==> src/rtl/warp_issue_scheduler_if.sv <==
// Fetch/issue handshake bundle for warp_issue_scheduler.
// slave = scheduler side, master = fetch/pipeline side.
interface warp_issue_scheduler_if #(
    parameter int NUM_WARP     = 4,
    parameter int NUM_WARP_LOG = 2
);
    logic                      stall_i;
    logic [NUM_WARP_LOG-1:0]   instWarp_i;
    logic                      instPacket0Valid_i;
    logic                      instPacket1Valid_i;
    logic                      flush_i;
    logic [NUM_WARP_LOG-1:0]   flushWarp_i;
    logic                      selectedPacketValid_o;
    logic [NUM_WARP_LOG-1:0]   selectedWarp_o;
    logic                      selectedEntry_o;
    logic [2*NUM_WARP-1:0]     entryValid_o;

    modport master (
        output stall_i, instWarp_i, instPacket0Valid_i, instPacket1Valid_i,
               flush_i, flushWarp_i,
        input  selectedPacketValid_o, selectedWarp_o, selectedEntry_o, entryValid_o
    );

    modport slave (
        input  stall_i, instWarp_i, instPacket0Valid_i, instPacket1Valid_i,
               flush_i, flushWarp_i,
        output selectedPacketValid_o, selectedWarp_o, selectedEntry_o, entryValid_o
    );
endinterface

==> src/rtl/warp_issue_scheduler.sv <==
// Issue-side warp scheduler: tracks a two-entry instruction buffer per warp,
// picks one buffered packet per cycle round-robin, applies a per-warp issue
// hold-off and handles reconvergence/exit flushes.
// Optional: define WARP_ISSUE_GREEDY_EN for greedy-then-round-robin selection
// (the last issued warp keeps priority while it stays eligible).
// NUM_WARP is assumed to equal 2**NUM_WARP_LOG so the search index wraps naturally.
module warp_issue_scheduler #(
    parameter int NUM_WARP     = 4,
    parameter int NUM_WARP_LOG = 2,
    parameter int HOLD_CYCLES  = 2,
    parameter int HOLD_W       = 2
) (
    input  logic                   clk,
    input  logic                   reset,
    warp_issue_scheduler_if.slave  bus
);

    logic [NUM_WARP-1:0]      v0_q, v0_d;
    logic [NUM_WARP-1:0]      v1_q, v1_d;
    logic [HOLD_W-1:0]        hold_q [NUM_WARP];
    logic [HOLD_W-1:0]        hold_d [NUM_WARP];
    logic [NUM_WARP_LOG-1:0]  last_q, last_d;

    logic [NUM_WARP-1:0]      elig;
    logic                     any_elig;
    logic                     issue;
    logic [NUM_WARP_LOG-1:0]  sel;
    logic [NUM_WARP_LOG-1:0]  rr_idx;
    logic                     sel_entry;

    // A warp may issue when it has a buffered packet, its hold-off has expired
    // and it is not being flushed this cycle.
    always_comb begin
        elig = '0;
        for (int w = 0; w < NUM_WARP; w++) begin
            elig[w] = (v0_q[w] | v1_q[w]) & (hold_q[w] == '0)
                    & ~(bus.flush_i & (bus.flushWarp_i == NUM_WARP_LOG'(w)));
        end
    end

    // Round-robin search starting just after the last issued warp.
    always_comb begin
        any_elig = 1'b0;
        sel      = '0;
        rr_idx   = '0;
        for (int i = 1; i <= NUM_WARP; i++) begin
            rr_idx = last_q + NUM_WARP_LOG'(i);
            if (!any_elig && elig[rr_idx]) begin
                any_elig = 1'b1;
                sel      = rr_idx;
            end
        end
`ifdef WARP_ISSUE_GREEDY_EN
        if (elig[last_q]) begin
            sel = last_q;
        end
`endif
    end

    assign issue     = any_elig & ~bus.stall_i;
    assign sel_entry = ~v0_q[sel];

    assign bus.selectedPacketValid_o = issue;
    assign bus.selectedWarp_o        = issue ? sel : '0;
    assign bus.selectedEntry_o       = issue & sel_entry;

    // Interleave the buffer valid bits: entry 0 of warp w at 2w, entry 1 at 2w+1.
    always_comb begin
        bus.entryValid_o = '0;
        for (int w = 0; w < NUM_WARP; w++) begin
            bus.entryValid_o[2*w]   = v0_q[w];
            bus.entryValid_o[2*w+1] = v1_q[w];
        end
    end

    // Next state; later assignments win so flush > fill > issue-clear.
    always_comb begin
        v0_d   = v0_q;
        v1_d   = v1_q;
        hold_d = hold_q;
        last_d = last_q;
        for (int w = 0; w < NUM_WARP; w++) begin
            if (hold_q[w] != '0) begin
                hold_d[w] = hold_q[w] - HOLD_W'(1);
            end
        end
        if (issue) begin
            if (sel_entry) begin
                v1_d[sel] = 1'b0;
            end else begin
                v0_d[sel] = 1'b0;
            end
            hold_d[sel] = HOLD_W'(HOLD_CYCLES);
            last_d      = sel;
        end
        if (bus.instPacket0Valid_i) begin
            v0_d[bus.instWarp_i] = 1'b1;
        end
        if (bus.instPacket1Valid_i) begin
            v1_d[bus.instWarp_i] = 1'b1;
        end
        if (bus.flush_i) begin
            v0_d[bus.flushWarp_i]   = 1'b0;
            v1_d[bus.flushWarp_i]   = 1'b0;
            hold_d[bus.flushWarp_i] = '0;
        end
    end

    // State registers; a stall freezes everything including the hold counters.
    always_ff @(posedge clk or posedge reset) begin
        if (reset) begin
            v0_q   <= '0;
            v1_q   <= '0;
            last_q <= NUM_WARP_LOG'(NUM_WARP - 1);
            for (int w = 0; w < NUM_WARP; w++) begin
                hold_q[w] <= '0;
            end
        end else if (!bus.stall_i) begin
            v0_q   <= v0_d;
            v1_q   <= v1_d;
            last_q <= last_d;
            for (int w = 0; w < NUM_WARP; w++) begin
                hold_q[w] <= hold_d[w];
            end
        end
    end

endmodule
==> src/flat_wrapper.sv <==
// flat-port wrapper written by rule: the top's interface ports become plain ports
module warp_issue_scheduler_flat 
#(
    parameter int NUM_WARP     = 4,
    parameter int NUM_WARP_LOG = 2,
    parameter int HOLD_CYCLES  = 2,
    parameter int HOLD_W       = 2
)
  (clk, reset, bus_stall_i, bus_instWarp_i, bus_instPacket0Valid_i, bus_instPacket1Valid_i, bus_flush_i, bus_flushWarp_i, bus_selectedPacketValid_o, bus_selectedWarp_o, bus_selectedEntry_o, bus_entryValid_o);
  warp_issue_scheduler_if #(.NUM_WARP(NUM_WARP), .NUM_WARP_LOG(NUM_WARP_LOG)) bus_i ();
  input  logic clk;
  input  logic reset;
  input wire logic [$bits(bus_i.stall_i)-1:0] bus_stall_i;
  input wire logic [$bits(bus_i.instWarp_i)-1:0] bus_instWarp_i;
  input wire logic [$bits(bus_i.instPacket0Valid_i)-1:0] bus_instPacket0Valid_i;
  input wire logic [$bits(bus_i.instPacket1Valid_i)-1:0] bus_instPacket1Valid_i;
  input wire logic [$bits(bus_i.flush_i)-1:0] bus_flush_i;
  input wire logic [$bits(bus_i.flushWarp_i)-1:0] bus_flushWarp_i;
  output wire logic [$bits(bus_i.selectedPacketValid_o)-1:0] bus_selectedPacketValid_o;
  output wire logic [$bits(bus_i.selectedWarp_o)-1:0] bus_selectedWarp_o;
  output wire logic [$bits(bus_i.selectedEntry_o)-1:0] bus_selectedEntry_o;
  output wire logic [$bits(bus_i.entryValid_o)-1:0] bus_entryValid_o;
  assign bus_i.stall_i = bus_stall_i;
  assign bus_i.instWarp_i = bus_instWarp_i;
  assign bus_i.instPacket0Valid_i = bus_instPacket0Valid_i;
  assign bus_i.instPacket1Valid_i = bus_instPacket1Valid_i;
  assign bus_i.flush_i = bus_flush_i;
  assign bus_i.flushWarp_i = bus_flushWarp_i;
  assign bus_selectedPacketValid_o = bus_i.selectedPacketValid_o;
  assign bus_selectedWarp_o = bus_i.selectedWarp_o;
  assign bus_selectedEntry_o = bus_i.selectedEntry_o;
  assign bus_entryValid_o = bus_i.entryValid_o;
  warp_issue_scheduler #(.NUM_WARP(NUM_WARP), .NUM_WARP_LOG(NUM_WARP_LOG), .HOLD_CYCLES(HOLD_CYCLES), .HOLD_W(HOLD_W)) u_core (.clk(clk), .reset(reset), .bus(bus_i));
endmodule
==> config.mk <==
export PLATFORM = sky130hd
export DESIGN_NAME = warp_issue_scheduler_flat
export DESIGN_NICKNAME = d
export VERILOG_FILES = /design/src/rtl/warp_issue_scheduler_if.sv /design/src/rtl/warp_issue_scheduler.sv /design/src/flat_wrapper.sv
export SDC_FILE = /design/constraint.sdc
export NUM_CORES = 1
export LEC_CHECK = 0
export ABC_AREA = 1
export CORE_MARGIN = 5
export CORE_UTILIZATION = 35
export CTS_CLUSTER_SIZE = 10
export DETAILED_ROUTE_END_ITERATION = 7
export PLACE_DENSITY = 0.58
export REMOVE_ABC_BUFFERS = 1
export SLEW_MARGIN = 20
export SYNTH_ARGS = -nofsm -noshare
export SYNTH_HDL_FRONTEND = slang
export SYNTH_SLANG_ARGS = --single-unit
==> constraint.sdc <==
create_clock -name clk -period 2.6 [get_ports clk]
set_input_delay 0.26 -clock clk [delete_from_list [all_inputs] [get_ports clk]]
set_output_delay 0.26 -clock clk [all_outputs]
set_load 0.02 [all_outputs]
Word-level counts from Yosys, hierarchy flattened. Index checks and enable logic that the tools add are counted.

Register bits after elaboration: 18. Input bits: 10. Word-level logic and storage cells: 134.

Add/subtract/negate cells: 7. Order comparisons: 14. Equal/unequal tests: 3. Multiplexer cells: 43. Bitwise gates (word level): 39. Reductions and logical operators: 21.

Operator list (number): 4-bit 2-to-1 mux (8); 2-bit 2-to-1 mux (11); 2-bit by 3-bit < comparator with 1-bit output (second input constant) (7); 4-bit bitwise AND (5); 8-bit 2-to-1 mux (2); 1-bit bitwise AND (14); 1-bit 2-to-1 mux (12); 4-bit NOT (3); 4-bit bitwise OR (3); 1-bit binary-select mux with 2-bit select (5); 2-bit logical NOT (5); 8-bit bitwise AND (1); 2-bit demux with 2-bit select (2); 1-bit logical AND (8); 8-bit NOT (1); 2-bit nonzero test (4); 2-bit by 1-bit subtractor with 2-bit output (second input constant) (4); 1-bit demux with 2-bit select (3); 2-bit by 1-bit >= comparator with 1-bit output (second input constant) (3); 3-bit >= comparator (second input constant) (2); 3-bit by 1-bit < comparator with 1-bit output (second input constant) (2); 1-bit NOT (6); 2-bit NOT with 3-bit output (2); 2-bit adder (second input constant) (2); 6 further kinds (12).

Logic depth before layout (Yosys ltp).
Depth in word-level cells: 28. Mapped depth: 19.

Worst setup path after synthesis. No wires, ideal clock.

Path kind: reg-to-output. From: register u_core.last_q[0]. To: output bus_selectedEntry_o. Arrival: 1902 ps. Required time: 2340 ps. Slack: 438 ps. Stages on the path, launching flop included: 15. Buffers on the path: 1. Cells stage by stage: dfstp_2 buf_6 xor2_2 inv_2 nand3_2 nand2_2 nand2_4 nand2_2 nand2_4 nand3_4 nand2_1 nand2_1 nand2_1 nand2_1 nor2_1.

Longest elaborated chain between the ends: 17.

RTL lines: start, declared (RTL line warp_issue_scheduler.sv:22) `logic [NUM_WARP_LOG-1:0] last_q, last_d;`; start signal, assigned (RTL line warp_issue_scheduler.sv:114) `last_q <= NUM_WARP_LOG'(NUM_WARP - 1);`; start signal, assigned (RTL line warp_issue_scheduler.sv:121) `last_q <= last_d;`; 2-bit by 1-bit adder with 2-bit output (RTL line warp_issue_scheduler.sv:47) `rr_idx = last_q + NUM_WARP_LOG'(i);`; 1-bit binary-select mux with 2-bit select (RTL line warp_issue_scheduler.sv:48) `if (!any_elig && elig[rr_idx]) begin`; 1-bit 2-to-1 mux (not written as such) (RTL line warp_issue_scheduler.sv:48); 1-bit 2-to-1 mux (RTL line warp_issue_scheduler.sv:48); 1-bit logical NOT (RTL line warp_issue_scheduler.sv:48); 1-bit logical AND (RTL line warp_issue_scheduler.sv:48); 1-bit 2-to-1 mux (RTL line warp_issue_scheduler.sv:48); 1-bit logical NOT (RTL line warp_issue_scheduler.sv:48); 1-bit logical AND (RTL line warp_issue_scheduler.sv:48); 1-bit 2-to-1 mux (RTL line warp_issue_scheduler.sv:48); 1-bit logical NOT (RTL line warp_issue_scheduler.sv:48); 1-bit logical AND (RTL line warp_issue_scheduler.sv:48); 2-bit 2-to-1 mux (RTL line warp_issue_scheduler.sv:48); 1-bit binary-select mux with 2-bit select (RTL line warp_issue_scheduler.sv:61) `assign sel_entry = ~v0_q[sel];`; 1-bit 2-to-1 mux (not written as such) (RTL line warp_issue_scheduler.sv:61); 1-bit NOT (RTL line warp_issue_scheduler.sv:61); 1-bit bitwise AND * (RTL line warp_issue_scheduler.sv:65) `assign bus.selectedEntry_o = issue & sel_entry;`; end, declared (RTL line flat_wrapper.sv:21) `output wire logic [$bits(bus_i.selectedEntry_o)-1:0] bus_selectedEntry_o;`.

Mark *: on every way between the ends. The rest lies on a longest branch, timed or not. The select of a mux whose other input is x is not followed.

Final worst setup path. Same ends and word-level chain as after synthesis.

==> metrics.txt <==
post-layout util 0.520; total area of sequential cells 453 um2; fmax 407 MHz; first-pass GRT wire length 6640 um; CP arrival 2.20 ns; core box area 3740 um2; GR Overflow Total 0; Critical Path Start Type register; Post-synth top flop dfrtp_1; Fin Clk Skew 0.00352 ns; postcts setup bufs 0; clock sinks 18; final number of setup-violating endpoints 0; CTS buffer count 3; R2R depth 18; Rows 22; post-DP HPWL 3130 um; top post-synthesis cells by area dfrtp_1, nand2_1, inv_1; initial antenna violation count 0; Seq/Total Area, Yosys 0.326; dominant cell by count in the synthesized netlist nand2_1; Clock transition at path regs 0.07 ns; pins over their slew limit 0; ANT nets after route 0; Critical path destination bus_selectedEntry_o; fin crit share 0.945; vias per cell 4.87; Crit path required time 2.34 ns; most common library cells after synthesis nand2_1, inv_1, nand3_1, dfrtp_1, nand4_1; Initial Util 0.371; Yosys cell types 27; R2R setup slack 0.31 ns; I/O Pins 22; worst-skew pair later-pin latency 0.26 ns; FFs w/ async S/R, synth 1.00; Final Cell Area 1950 um2; r2r endpoint u_core.v1_q[1]; Rel. slew slack 0.518; largest net degree at the start of global routing 19; Area Growth Syn to Fin 40.2%; DR pass1 iterations 4; unrepaired setup endpoints after global routing false; die width 73.0 um; synthesized area 1390 um2; beginning of the critical path u_core.last_q[0]; Root Driver clkbuf_8; Total Wirelength 3920 um; Final Critical Period 2.46 ns; DRT iter0 DRCs 63; final hold violation count 0; r2r startpoint u_core.last_q[0]; vias 1451; CTS max path bufs 2; worst-path fanout max 5; vias in the first global route 1429; DIE AREA 5320 um2; gp weighted congestion 0.839; Synth Warn # 0; Mapped Cells 195; Seq cells post-synth 18; Yosys top cell area share 0.289; setup tns final 0 ns; Setup CP Type reg -> out; # port buffers 21; EDFF count, synth 0; ANT cells 0; area of the multi-input gates 807 um2; synthesized area per cell 7.12 um2; Filler cells 390; Worst Hold Class in -> async; GR Util All Layers 0.162; critical path capture point type output pin; MaxCap Viol Count 0; TritonCTS clock tree done; dpl cell area 1880 um2; H-tree levels 1; die height 73.0 um; Worst Max-Slew Pin Slew 0.723 ns; # nets final 261; cell taking the most area after synthesis dfrtp_1; layout cell share with drive strength beyond 1 0.292; Routed WL per cell 13.1 um; status finished, final reports clean; DRC violations left 0
flip-flops by register name, indices dropped and copies added, names as in the netlist:
| name | flops |
|---|---|
| u_core.last_q | 2 |
| u_core.v0_q | 4 |
| u_core.v1_q | 4 |
| u_core.hold_q | 8 |
timing repair:
item | CTS | global route
hold buffers | 0 | 0
endpoints found under the setup margin | 4 | 4
gates resized for setup | 4 | 14
critical path, cell delays in order (launching register included):
cell and delay (ns):
dfstp_2 0.65, buf_6 0.15, nand4_1 0.11, nand3_1 0.13
nand2_4 0.09, nand2_4 0.09, nand2_2 0.06, nand2_4 0.08
nand3_4 0.09, nand2_1 0.06, nand2_1 0.05, nand2_1 0.07
nand2_1 0.05, nor2_1 0.07, buf_2 0.17
area by class of cell:
| type | count | share of cell area |
|---|---|---|
| multi-input combinational | 141 | 0.415 |
| sequential | 18 | 0.233 |
| timing repair buffer | 53 | 0.223 |
| inverter | 34 | 0.0701 |
| tap | 48 | 0.0309 |
| clock buffer | 4 | 0.0283 |
layer usage:
metal	GRT usage	wire length, um	vias to the layer above
met5	0	0	-
met4	0.0492	50	0
met3	0.0207	152	4
met2	0.284	1930	32
met1	0.207	1780	663
li1	-	-	752
cells in the final DEF, fill, tap and decap left out, types with 8 or more instances in the layout:
cell type,Yosys,routed
clkdlybuf4s50_1,0,17
nand3_2,6,8
nor2_1,9,9
nand4_1,11,11
nand3_1,18,16
nand2_1,56,56
buf_4,0,31
inv_1,25,25
dfrtp_1,16,16
kinds of logic after synthesis:
kind of cell / Yosys count / synth area share
compound gates: 24 / 0.106
flops: 18 / 0.326
buf+inv: 36 / 0.107
simple gates: 116 / 0.448
xor+xnor: 1 / 0.0117
stage by stage:
step / std cells / setup WS (ns) / hold WS [ns]
global route: 298 / 0.00239 / 0.501
global placement: 294 / -0.218 / 0.480
finish: 298 / 0.144 / 0.415
detailed placement: 294 / -0.251 / 0.486
CTS: 298 / -0.0145 / 0.443
floorplan: 193 / 0.440 / 0.197
worst min-delay path by stage:
| stage | start | to | slack [ns] | cells past startpoint |
|---|---|---|---|---|
| after global routing | reset | u_core.v1_q[2] | 0.50 | 2 |
| final | reset | u_core.v1_q[2] | 0.41 | 2 |
| after global placement | u_core.hold_q[6] | u_core.hold_q[6] | 0.48 | 1 |
| after floorplan | reset | u_core.hold_q[0] | 0.20 | 1 |
| after CTS | reset | u_core.v1_q[2] | 0.44 | 2 |
| after detailed placement | u_core.hold_q[6] | u_core.hold_q[6] | 0.49 | 1 |
Power is not shown: default switching activity piles up to over one toggle a cycle in this logic, so the estimate is an artifact.
